**src/rtl/rr_arb_pkg.sv**
```systemverilog
// -----------------------------------------------------------------------------
// rr_arb_pkg
// Shared definitions for the 4-channel round-robin select arbiter.
//   NUM_CH        : number of requesting channels
//   SEL_W         : width of the mux select / pointer
//   state_t       : arbiter FSM encoding (IDLE=0, GRANT=1)
//   DEF_MAX_HOLD  : default maximum grant hold time (timeout build only)
//   onehot()      : select index -> one-hot grant vector
// -----------------------------------------------------------------------------
package rr_arb_pkg;

   localparam int NUM_CH       = 4;
   localparam int SEL_W        = 2;
   localparam int DEF_MAX_HOLD = 8;

   typedef enum logic {
      ST_IDLE  = 1'b0,
      ST_GRANT = 1'b1
   } state_t;

   function automatic logic [NUM_CH-1:0] onehot(input logic [SEL_W-1:0] idx);
      logic [NUM_CH-1:0] v;
      v      = '0;
      v[idx] = 1'b1;
      return v;
   endfunction

endpackage

```
**src/rtl/rr_pri_enc4.sv**
```systemverilog
// -----------------------------------------------------------------------------
// rr_pri_enc4
// Combinational rotating-priority encoder. Finds the first set request bit
// searching ptr, ptr+1, ... (mod 4).
// Ports:
//   req [3:0] in  : per-channel requests
//   ptr [1:0] in  : highest-priority channel for this search
//   idx [1:0] out : winning channel (0 when any=0)
//   any       out : at least one request is set
// -----------------------------------------------------------------------------
module rr_pri_enc4
   import rr_arb_pkg::*;
(
   input  logic [NUM_CH-1:0] req,
   input  logic [SEL_W-1:0]  ptr,
   output logic [SEL_W-1:0]  idx,
   output logic              any
);

   // Candidate channel at each search offset, and whether it requests.
   logic [SEL_W-1:0]  w_cand [NUM_CH];
   logic [NUM_CH-1:0] w_hit;

   genvar gi;
   generate
      for (gi = 0; gi < NUM_CH; gi++) begin : g_rot
         // SEL_W-bit addition wraps 3 -> 0 naturally.
         assign w_cand[gi] = ptr + SEL_W'(gi);
         assign w_hit[gi]  = req[w_cand[gi]];
      end
   endgenerate

   // Scan from the lowest-priority offset down so the smallest offset wins.
   always_comb begin
      idx = '0;
      any = 1'b0;
      for (int k = NUM_CH - 1; k >= 0; k--) begin
         if (w_hit[k]) begin
            idx = w_cand[k];
            any = 1'b1;
         end
      end
   end

endmodule

```
**src/rtl/rr_sel_arb4.sv**
```systemverilog
// -----------------------------------------------------------------------------
// rr_sel_arb4
// Round-robin arbiter producing a registered select for a downstream 4:1 mux.
// A grant is held until the consumer signals done or the granted channel
// drops its request; at least one IDLE cycle separates consecutive grants.
// After a release the pointer moves to the channel after the one just served.
//
// Optional feature: define RR_SEL_ARB4_TIMEOUT_EN to add an 8-bit hold
// counter that forces release after MAX_HOLD grant cycles and pulses timeout.
// Without it, timeout is tied low and a grant may be held indefinitely.
//
// Parameters:
//   MAX_HOLD     : max grant cycles when the timeout feature is built (2..255)
// Ports:
//   clk          in  : clock, rising edge
//   rst          in  : asynchronous active-high reset
//   req [3:0]    in  : per-channel requests
//   done         in  : consumer finished with the granted channel
//   sel [1:0]    out : registered mux select (holds its value while idle)
//   gnt [3:0]    out : registered one-hot grant, zero when not valid
//   valid        out : mux output selected and owned
//   timeout      out : one-cycle pulse on forced release
// -----------------------------------------------------------------------------
module rr_sel_arb4
   import rr_arb_pkg::*;
#(
   parameter int MAX_HOLD = DEF_MAX_HOLD
)(
   input  logic              clk,
   input  logic              rst,
   input  logic [NUM_CH-1:0] req,
   input  logic              done,
   output logic [SEL_W-1:0]  sel,
   output logic [NUM_CH-1:0] gnt,
   output logic              valid,
   output logic              timeout
);

   if (MAX_HOLD < 2 || MAX_HOLD > 255) begin : g_bad_max_hold
      $error("rr_sel_arb4: MAX_HOLD must be in 2..255");
   end

   state_t            r_state;
   logic [SEL_W-1:0]  r_ptr;
   logic [SEL_W-1:0]  r_sel;
   logic [NUM_CH-1:0] r_gnt;
   logic              r_valid;

   logic [SEL_W-1:0]  w_idx;
   logic              w_any;
   logic              w_force;
   logic              w_release;

   rr_pri_enc4 u_pri_enc (
      .req (req),
      .ptr (r_ptr),
      .idx (w_idx),
      .any (w_any)
   );

`ifdef RR_SEL_ARB4_TIMEOUT_EN
   localparam logic [7:0] HOLD_LAST = 8'(MAX_HOLD - 1);

   logic [7:0] r_hold;
   logic       r_timeout;

   assign w_force = (r_state == ST_GRANT) && (r_hold == HOLD_LAST);

   // Counter is kept at zero while idle so it reads 0 on the first GRANT
   // cycle; the timeout pulse lines up with the cycle valid drops.
   always_ff @(posedge clk or posedge rst) begin
      if (rst) begin
         r_hold    <= 8'd0;
         r_timeout <= 1'b0;
      end else begin
         r_timeout <= w_force;
         if (r_state == ST_IDLE) begin
            r_hold <= 8'd0;
         end else begin
            r_hold <= r_hold + 8'd1;
         end
      end
   end

   assign timeout = r_timeout;
`else
   assign w_force = 1'b0;
   assign timeout = 1'b0;
`endif

   // done, a dropped request and a forced timeout all collapse into one release.
   assign w_release = done || !req[r_sel] || w_force;

   always_ff @(posedge clk or posedge rst) begin
      if (rst) begin
         r_state <= ST_IDLE;
         r_ptr   <= '0;
         r_sel   <= '0;
         r_gnt   <= '0;
         r_valid <= 1'b0;
      end else begin
         case (r_state)
            ST_IDLE: begin
               if (w_any) begin
                  r_state <= ST_GRANT;
                  r_sel   <= w_idx;
                  r_gnt   <= onehot(w_idx);
                  r_valid <= 1'b1;
               end else begin
                  r_gnt   <= '0;
                  r_valid <= 1'b0;
               end
            end
            ST_GRANT: begin
               // Other channels' requests are not looked at here.
               if (w_release) begin
                  r_state <= ST_IDLE;
                  r_gnt   <= '0;
                  r_valid <= 1'b0;
                  r_ptr   <= r_sel + SEL_W'(1);
               end
            end
            default: begin
               r_state <= ST_IDLE;
               r_gnt   <= '0;
               r_valid <= 1'b0;
            end
         endcase
      end
   end

   assign sel   = r_sel;
   assign gnt   = r_gnt;
   assign valid = r_valid;

endmodule

```
**config.mk**
```make
export PLATFORM = sky130hd
export DESIGN_NAME = rr_sel_arb4
export DESIGN_NICKNAME = d
export VERILOG_FILES = /design/src/rtl/rr_arb_pkg.sv /design/src/rtl/rr_pri_enc4.sv /design/src/rtl/rr_sel_arb4.sv
export SDC_FILE = /design/constraint.sdc
export NUM_CORES = 1
export LEC_CHECK = 0
export ABC_AREA = 1
export BUFFER_PORTS_ARGS = -buffer_cell sky130_fd_sc_hd__buf_4
export CORE_MARGIN = 2
export CORE_UTILIZATION = 50
export DETAILED_ROUTE_END_ITERATION = 16
export GPL_TIMING_DRIVEN = 0
export PLACE_DENSITY = 0.74
export SYNTH_ARGS = -nofsm -noshare
export SYNTH_HDL_FRONTEND = slang
export SYNTH_HIERARCHICAL = 1
export SYNTH_SLANG_ARGS = --single-unit
```
**constraint.sdc**
```tcl
create_clock -name clk -period 1.6 [get_ports clk]
set_input_delay 0.32 -clock clk [delete_from_list [all_inputs] [get_ports clk]]
set_output_delay 0.32 -clock clk [all_outputs]
set_load 0.01 [all_outputs]
```
==> metrics.cfg, run 1 <==
[timing]
finClkSkew_ns = 0.00154
setup-violations-final = 0
hold_viol = 0
tns_ns = 0
report.final.slew_viol_count = 0
fin_crit_sh = 0.927
fin_crit_ns = 1.48
fmax_ghz = 0.674

[synth]
synth-warning-count = 6
muxShareOfSynthArea = 0
synthCells = 106
yosysMostFrequentCell = nand2_1
syn_area_per_cell_um2 = 7.07
synth_commonest_cells = 29 x nand2_1, 16 x nand3_1, 11 x inv_1, 10 x dfrtp_1
synth_top_family_by_area = simple AND/OR/NAND/NOR gates
synth_top_area_frac = 0.334
synth-xor-area-share = 0.0117
ys.flop_type = dfrtp_1
synth_nets = 113
synth_edf_count = 0
yosysTopAreaCell = dfrtp_1
netlist_area_um2 = 749
synth_compound_area_frac = 0.0317
synthAdderAreaFrac = 0
synthTopCellsByArea = dfrtp_1 33%, nand2_1 15%, nand3_1 11%, nand2_4 6.0%, inv_1 5.5%
yosysSeqAreaShare = 0.334
synth_simple_gate_area_frac = 0.467
async_flop_share = 1.00
ys_ff_latch = 10
ys_types = 21

[clocking]
ctsLongestPathBuffers = 2
cts_buffers = 3
htree_levels = 1
path_clk_slew_ns = 0.06
root_buffer = clkbuf_4
tritoncts = done
cts-hold-fix-buffers = 0
clk_latency_ns = 0.26
cts.sink_count = 10

[worst_setup_path]
rr_worst_depth = 13
path_max_fanout = 10
critPathLaunchType = flop
setup.worst_path.end_class = flop
reg2reg_to = sel[0]
cp-startpoint = r_ptr[0]
required_ns = 1.75
reg2reg_from = r_ptr[0]
critPathArrivalTime_ns = 1.63
cp-endpoint = sel[0]
reg2reg_slack_ns = 0.12
crit_type = reg -> reg

[detailed_routing]
wl_per_cell_um = 10.2
drtIter0Drc = 16
ant_nets = 0
first_pass_iters = 4
via_per_inst = 5.06
post-route-drc-count = 0
wl_um = 1420
vias = 703

[run]
max_cap_viol_count = 0

[power]
ir_drop_mv = 0.930
finalPower_mw = 1.91
leakage_nw = 0.530
power_density_mw_per_mm2 = 2100

[global_route]
grt_pass1_vias = 639
gr-total-overflow = 0
grt_max_degree = 11
grt_pass1_wl_um = 2640
track_usage = 0.190
grt_antenna_before_repair = 0

[final_layout]
seq_area_um2 = 250
multi_input_area_um2 = 393
syn_to_final_growth_pct = 21.4
drive_gt1_frac = 0.371
final_core_util = 0.674
nNetsFinal = 133
antenna_cells_inserted = 0
nFillCells = 123

[floorplanning]
die_x_um = 42.7
pin_count = 15
initial_utilization = 0.555
core_area_mm2 = 0.00135
die-area_mm2 = 0.00182
die_h_um = 42.7
core.rowCount = 13

[worst_hold_path]
min_path_type = in -> async

[run_status]
status = finished clean

[place]
gp_congestion = 0.893
numPortBuffers = 13
dp_hpwl_um = 1130

==> flip-flops by register name, indices dropped and copies added (netlist names) <==
name / cells
valid: 1
r_state: 1
r_ptr: 2
gnt: 4
sel: 2
==> metal layers <==
metal,wire [um],global-route usage,part of all wire,vias to the layer above
met4,0,0.0188,0,0
met1,664,0.257,0.47,311
met3,117,0.0766,0.082,0
li1,-,-,-,364
met2,640,0.294,0.45,28
met5,0,0,0,-
==> worst min-delay path by stage <==
stage / depth (start not counted) / slack (ns) / to
after floorplan: 1 / 0.16 / gnt[0]
after global placement: 2 / 0.32 / sel[1]
after detailed placement: 2 / 0.32 / sel[0]
after CTS: 2 / 0.04 / sel[0]
after global routing: 2 / 0.05 / sel[0]
final: 2 / 0.03 / sel[1]
==> kinds of logic (layout without fill, tap and decap cells) <==
kind of cell,Yosys count,count (layout)
XOR/XNOR,1,1
other,1,1
flip-flops,10,10
AND/OR/NAND/NOR,66,66
AO/OA/AOI/OAI,4,4
buffers and inverters,24,42
==> per-stage QoR <==
| step | std cells | worst slack, ns | hold WS [ns] | cell area [um^2] |
|---|---|---|---|---|
| after CTS | 137 | 0.0714 | 0.0363 | 888 |
| after global routing | 139 | -0.00229 | 0.0508 | 910 |
| final | 139 | 0.117 | 0.0335 | 910 |
| after detailed placement | 134 | 0.0949 | 0.321 | 866 |
| after global placement | 134 | 0.110 | 0.318 | 866 |
| after floorplan | 106 | 0.257 | 0.160 | 749 |
==> where the power goes <==
group / switching, mW / internal (mW)
logic: 0.757 / 0.529
clock network: 0.0783 / 0.0865
registers: 0.0882 / 0.368
total: 0.923 / 0.984
==> layout by cell type (no fill, tap or decap) <==
cell type / instances
nor2_4: 1
nand2_2: 7
nand2_4: 4
clkbuf_4: 3
clkinvlp_2: 1
clkinv_1: 2
o21ai_2: 2
nor2_1: 2
buf_6: 2
xor2_1: 1
conb_1: 1
nand4_1: 5
buf_4: 16
nand3_2: 2
inv_4: 1
nand2_1: 28
inv_2: 6
dfrtp_1: 10
o21ai_1: 2
and2_4: 1
nand3_1: 16
inv_1: 11
==> what timing repair did <==
action / in CTS / in global routing
gates resized for setup: 0 / 2
setup endpoints to repair: 0 / 2
setup buffers: 0 / 2
==> worst max-delay path: stages, from the launching register on <==
cell and delay [ns]:
dfrtp_1 0.39, buf_6 0.15, inv_4 0.07, nand2_4 0.05, and2_4 0.14, nand2_4 0.06, nand2_2 0.05, inv_2 0.05
nand2_1 0.04, nand2_1 0.06, nand2_2 0.08, buf_4 0.13, nand2_1 0.05, o21ai_1 0.05
==> final cells by class <==
cell class | instances | share of cell area
plain buffers | 3 | 0.0330
clock buffers | 3 | 0.0248
inverters | 21 | 0.0908
multi-input cells | 72 | 0.432
flip-flops and latches | 10 | 0.275
well taps | 15 | 0.0206
repair buffers | 15 | 0.124
(Power assumes the default switching activity.)
==> run 2, diff against run 1 <==
clock period = 1.67 ns   (was 1.6 ns; I/O delays follow)
==> run 2 against run 1 <==
Compared with the run above: maximum frequency decreased by 5.0%; register-to-register slack barely moved; cell area down 2.3%; largest cell class unchanged; die area stayed put; largest power group unchanged; sequential share of layout area increased by 0.66 points; final cell count down 1.4%; critical path depth shrank 4; hold slack gained 0.013 ns.
==> metrics.cfg, run 2 (synthesis gave the netlist of run 1 again) <==
[run_status]
status = finished clean

[global_route]
grt_use_met3 = 0.0766  ; unchanged
use_met2 = 0.294  ; unchanged
grt_antenna_before_repair = 0  ; unchanged
track_usage = 0.190  ; unchanged
grt_use_met1 = 0.257  ; unchanged
grt_pass1_wl_um = 2640  ; unchanged
busiest_layer = met2
grt_pass1_vias = 639  ; unchanged
grt_max_degree = 11  ; unchanged
gr-total-overflow = 0  ; unchanged

[worst_setup_path]
path_max_fanout = 10  ; unchanged
crit_type = reg -> reg
required_ns = 1.82  ; +0.07 ns
reg2reg_slack_ns = 0.11  ; about the same
critPathArrivalTime_ns = 1.71  ; +0.08 ns
setup.worst_path.end_class = flop
critPathLaunchType = flop

[final_layout]
antenna_cells_inserted = 0  ; unchanged
final_cell_mix = 29 x nand2_1, 16 x nand3_1, 14 x buf_4, 11 x inv_1, 10 x dfrtp_1
drive_gt1_frac = 0.344  ; -0.0267
syn_to_final_growth_pct = 18.5
final_core_util = 0.658  ; -0.0158
design_area_um2 = 888  ; -2.3%
largest_reg_flops = 4  ; unchanged
nNetsFinal = 131  ; -1.5%
layout_commonest_cell = nand2_1

[clocking]
tritoncts = done
cts_setup_buffers = 0  ; unchanged
path_clk_slew_ns = 0.06  ; about the same
cts_buffers = 3  ; unchanged
clk_latency_ns = 0.26  ; about the same
root_buffer = clkbuf_4
cts.sink_count = 10  ; unchanged
cts-hold-fix-buffers = 0  ; unchanged
ctsLongestPathBuffers = 2  ; unchanged
htree_levels = 1  ; unchanged
cts_resized = 0  ; unchanged

[floorplanning]
pin_count = 15  ; unchanged
die_x_um = 42.7  ; unchanged
core.rowCount = 13  ; unchanged
die-area_mm2 = 0.00182  ; unchanged
die_h_um = 42.7  ; unchanged
core_area_mm2 = 0.00135  ; unchanged
initial_utilization = 0.555  ; unchanged

[timing]
rsz0062_at_grt = no
fin_crit_ns = 1.56  ; +0.0778 ns
hold_viol = 0  ; unchanged
fmax_ghz = 0.641  ; -5.0%
fin_ws_ns = 0.109  ; -0.00779 ns
fin_crit_sh = 0.935  ; +0.00772
report.final.slew_viol_count = 0  ; unchanged
finClkSkew_ns = 0.00170  ; +0.000161 ns
tns_ns = 0  ; unchanged
setup-violations-final = 0  ; unchanged

[detailed_routing]
ant_nets = 0  ; unchanged
via_per_inst = 5.06  ; about the same
wl_per_cell_um = 10.3  ; +0.75%
vias = 693  ; -1.4%
wl_um = 1410  ; -0.70%
first_pass_iters = 4  ; unchanged
drtIter0Drc = 14  ; -2
post-route-drc-count = 0  ; unchanged

[power]
finalPower_mw = 1.76  ; -7.8%
leakage_nw = 0.519  ; -2.1%
ir_drop_mv = 0.835  ; -10%
power_density_mw_per_mm2 = 1980  ; -5.6%

[place]
numPortBuffers = 13  ; unchanged
dp_slack_ns = 0.165  ; +0.0700 ns
gp_congestion = 0.893  ; unchanged
dpl_cell_area_um2 = 866  ; unchanged
dp_hpwl_um = 1130  ; unchanged

[run]
max_cap_viol_count = 0  ; unchanged

[worst_hold_path]
min_path_type = in -> async

## run 2: cell count changes in the layout (fill, tap and decap cells not counted), sizes merged
cell  delta
buf      -2
## run 2: final cells by class
cell class	instances	area (um^2)
Clock buffer	3	22.5
Buffer	3	30.0
Tap cell	15	18.8
Inverter	21	82.6
Timing Repair Buffer	13	97.6
Fill cell	128	462
Sequential cell	10	250
Multi-Input combinational cell	72	387
## run 2: per-stage QoR
step / instances / hold WS, ns
after floorplan: 106 / 0.174
after global placement: 134 / 0.332
after detailed placement: 134 / 0.335
after CTS: 137 / 0.0503
after global routing: 137 / 0.0648
final: 137 / 0.0465
## run 2: power breakdown
part | leakage (nW) | total [mW] | switching [mW] | internal (mW)
sequential | 0.126 | 0.438 | 0.0850 | 0.353
combinational | 0.379 | 1.16 | 0.708 | 0.454
clock | 0.0138 | 0.158 | 0.0752 | 0.0829
## run 2: per-layer routing
metal	part of all wire	vias up
met2	0.45	18
met3	0.060	0
met4	0	0
met5	0	-
met1	0.49	314
li1	-	361
## run 2: critical path, cell delays in order (launching register included)
cell	delay [ns]
dfrtp_1	0.39
buf_6	0.15
o21ai_1	0.26
nor2_1	0.12
nor2_1	0.10
nand3_1	0.08
nand2_1	0.14
inv_1	0.07
nand3_1	0.08
nand2_1	0.06
## run 2: worst paths after layout
| check | cells past startpoint | startpoint | to |
|---|---|---|---|
| setup / recovery | 9 | r_ptr[0] | gnt[2] |
| hold / removal | 2 | rst | sel[1] |
| setup reg to reg | 9 | r_ptr[0] | gnt[2] |
| hold reg to reg | 2 | r_ptr[0] | r_ptr[0] |
| max in group asynchronous | 2 | rst | valid |
| min in group clk | 4 | done | r_state |
==> run 3, diff against run 2 <==
PLACE_DENSITY = 0.76   (was 0.74)
==> run 3 against run 2 <==
Compared with the run above: routed wire length grew 5.1%; clock power rose by 44%; largest power group unchanged; maximum frequency is 3.5% higher; largest cell class unchanged; count of clock-buffer cells in the layout is 1 higher; final cell count grew 0.73%.
==> metrics.cfg, run 3 (synthesis gave the netlist of run 1 again) <==
[worst_setup_path]
required_ns = 1.84  ; +0.02 ns
reg2reg_to = gnt[0]
critPathLaunchType = flop
crit_type = reg -> reg
reg2reg_slack_ns = 0.16  ; +0.05 ns
rr_worst_depth = 9  ; unchanged
setup.worst_path.end_class = flop
path_max_fanout = 10  ; unchanged
reg2reg_from = r_ptr[0]
critPathArrivalTime_ns = 1.68  ; -0.03 ns

[clocking]
cts_resized = 0  ; unchanged
cts_buffers = 3  ; unchanged
ctsLongestPathBuffers = 2  ; unchanged
path_clk_slew_ns = 0.07  ; about the same
clk_latency_ns = 0.27  ; about the same
root_buffer = clkbuf_4
cts_setup_buffers = 0  ; unchanged
htree_levels = 1  ; unchanged
cts.sink_count = 10  ; unchanged
cts-hold-fix-buffers = 0  ; unchanged
tritoncts = done

[detailed_routing]
via_per_inst = 4.95  ; -2.2%
wl_per_cell_um = 10.8  ; +4.3%
ant_nets = 0  ; unchanged
post-route-drc-count = 0  ; unchanged
first_pass_iters = 4  ; unchanged
vias = 683  ; -1.4%
drtIter0Drc = 15  ; +1
wl_um = 1480  ; +5.1%

[timing]
setup-violations-final = 0  ; unchanged
fmax_ghz = 0.663  ; +3.5%
finClkSkew_ns = 0.00303  ; +0.00133 ns
fin_crit_ns = 1.51  ; -0.0523 ns
hold_viol = 0  ; unchanged
fin_ws_ns = 0.161  ; +0.0523 ns
whs_ns = 0.0255  ; -0.0210 ns
fin_crit_sh = 0.903  ; -0.0313
report.final.slew_viol_count = 0  ; unchanged
rsz0062_at_grt = no
tns_ns = 0  ; unchanged

[floorplanning]
core.rowCount = 13  ; unchanged
initial_utilization = 0.555  ; unchanged
pin_count = 15  ; unchanged
die_x_um = 42.7  ; unchanged
core_area_mm2 = 0.00135  ; unchanged
die_h_um = 42.7  ; unchanged
die-area_mm2 = 0.00182  ; unchanged

[worst_hold_path]
min_path_type = in -> async

[final_layout]
syn_to_final_growth_pct = 20.7
largest_reg_flops = 4  ; unchanged
drive_gt1_frac = 0.358  ; +0.0135
final_cell_count_no_fill = 138  ; +0.73%
antenna_cells_inserted = 0  ; unchanged
nNetsFinal = 131  ; unchanged
layout_commonest_cell = nand2_1
final_core_util = 0.670  ; +0.0120
design_area_um2 = 905  ; +1.8%
final_cell_mix = 28 x nand2_1, 16 x nand3_1, 14 x buf_4, 11 x inv_1, 10 x dfrtp_1

[run]
max_cap_viol_count = 0  ; unchanged

[global_route]
grt_pass1_wl_um = 2580  ; -2.1%
grt_pass1_vias = 647  ; +1.3%
grt_antenna_before_repair = 0  ; unchanged
grt_max_degree = 11  ; unchanged
gr-total-overflow = 0  ; unchanged
track_usage = 0.180  ; -0.00906

[power]
power_density_mw_per_mm2 = 2030  ; +2.5%
finalPower_mw = 1.84  ; +4.4%
ir_drop_mv = 1.12  ; +35%
leakage_nw = 0.526  ; +1.4%

[place]
gp_congestion = 0.794  ; -11%
dpl_cell_area_um2 = 866  ; unchanged
dp_slack_ns = 0.177  ; +0.0116 ns
numPortBuffers = 13  ; unchanged
dp_hpwl_um = 1130  ; +0.30%
dp_cells = 134  ; unchanged

[run_status]
status = finished clean

## run 3: changes by cell type in the layout (fill, tap and decap cells not counted), sizes merged
cell and delta:
clkbuf +1
## run 3: worst max-delay path, cell delays in order, from the launching register on
cell,delay [ns]
dfrtp_1,0.39
buf_6,0.15
o21ai_1,0.25
nor2_1,0.11
nor2_1,0.10
nand3_1,0.09
nand2_2,0.11
inv_1,0.06
nand3_1,0.08
nand2_1,0.06
## run 3: how the worst max path moves through the flow
stage | end | slack [ns] | startpoint | depth (start not counted)
after floorplan | gnt[2] | 0.33 | r_ptr[0] | 13
after global placement | gnt[0] | 0.20 | r_ptr[0] | 9
final | gnt[0] | 0.16 | r_ptr[0] | 9
after CTS | gnt[0] | 0.16 | r_ptr[0] | 9
after detailed placement | gnt[0] | 0.18 | r_ptr[0] | 9
after global routing | gnt[0] | 0.04 | r_ptr[0] | 13
## run 3: metal layers
metal | vias to the layer above | GRT usage | routed length, um | part of all wire
met5 | - | 0 | 0 | 0
met4 | 0 | 0.0563 | 16 | 0.011
met3 | 2 | 0.0298 | 96 | 0.065
met2 | 28 | 0.285 | 672 | 0.45
met1 | 295 | 0.251 | 699 | 0.47
li1 | 358 | - | - | -
## run 3: power breakdown
part	total (mW)	switching, mW	internal, mW
clock network	0.227	0.0941	0.133
registers	0.438	0.0861	0.352
logic	1.17	0.712	0.459
## run 3: cell type report
type	count	area, um^2
Multi-Input combinational cell	72	389
Sequential cell	10	250
Timing Repair Buffer	13	97.6
Buffer	3	30.0
Inverter	21	82.6
Tap cell	15	18.8
Clock buffer	4	36.3
Fill cell	122	445
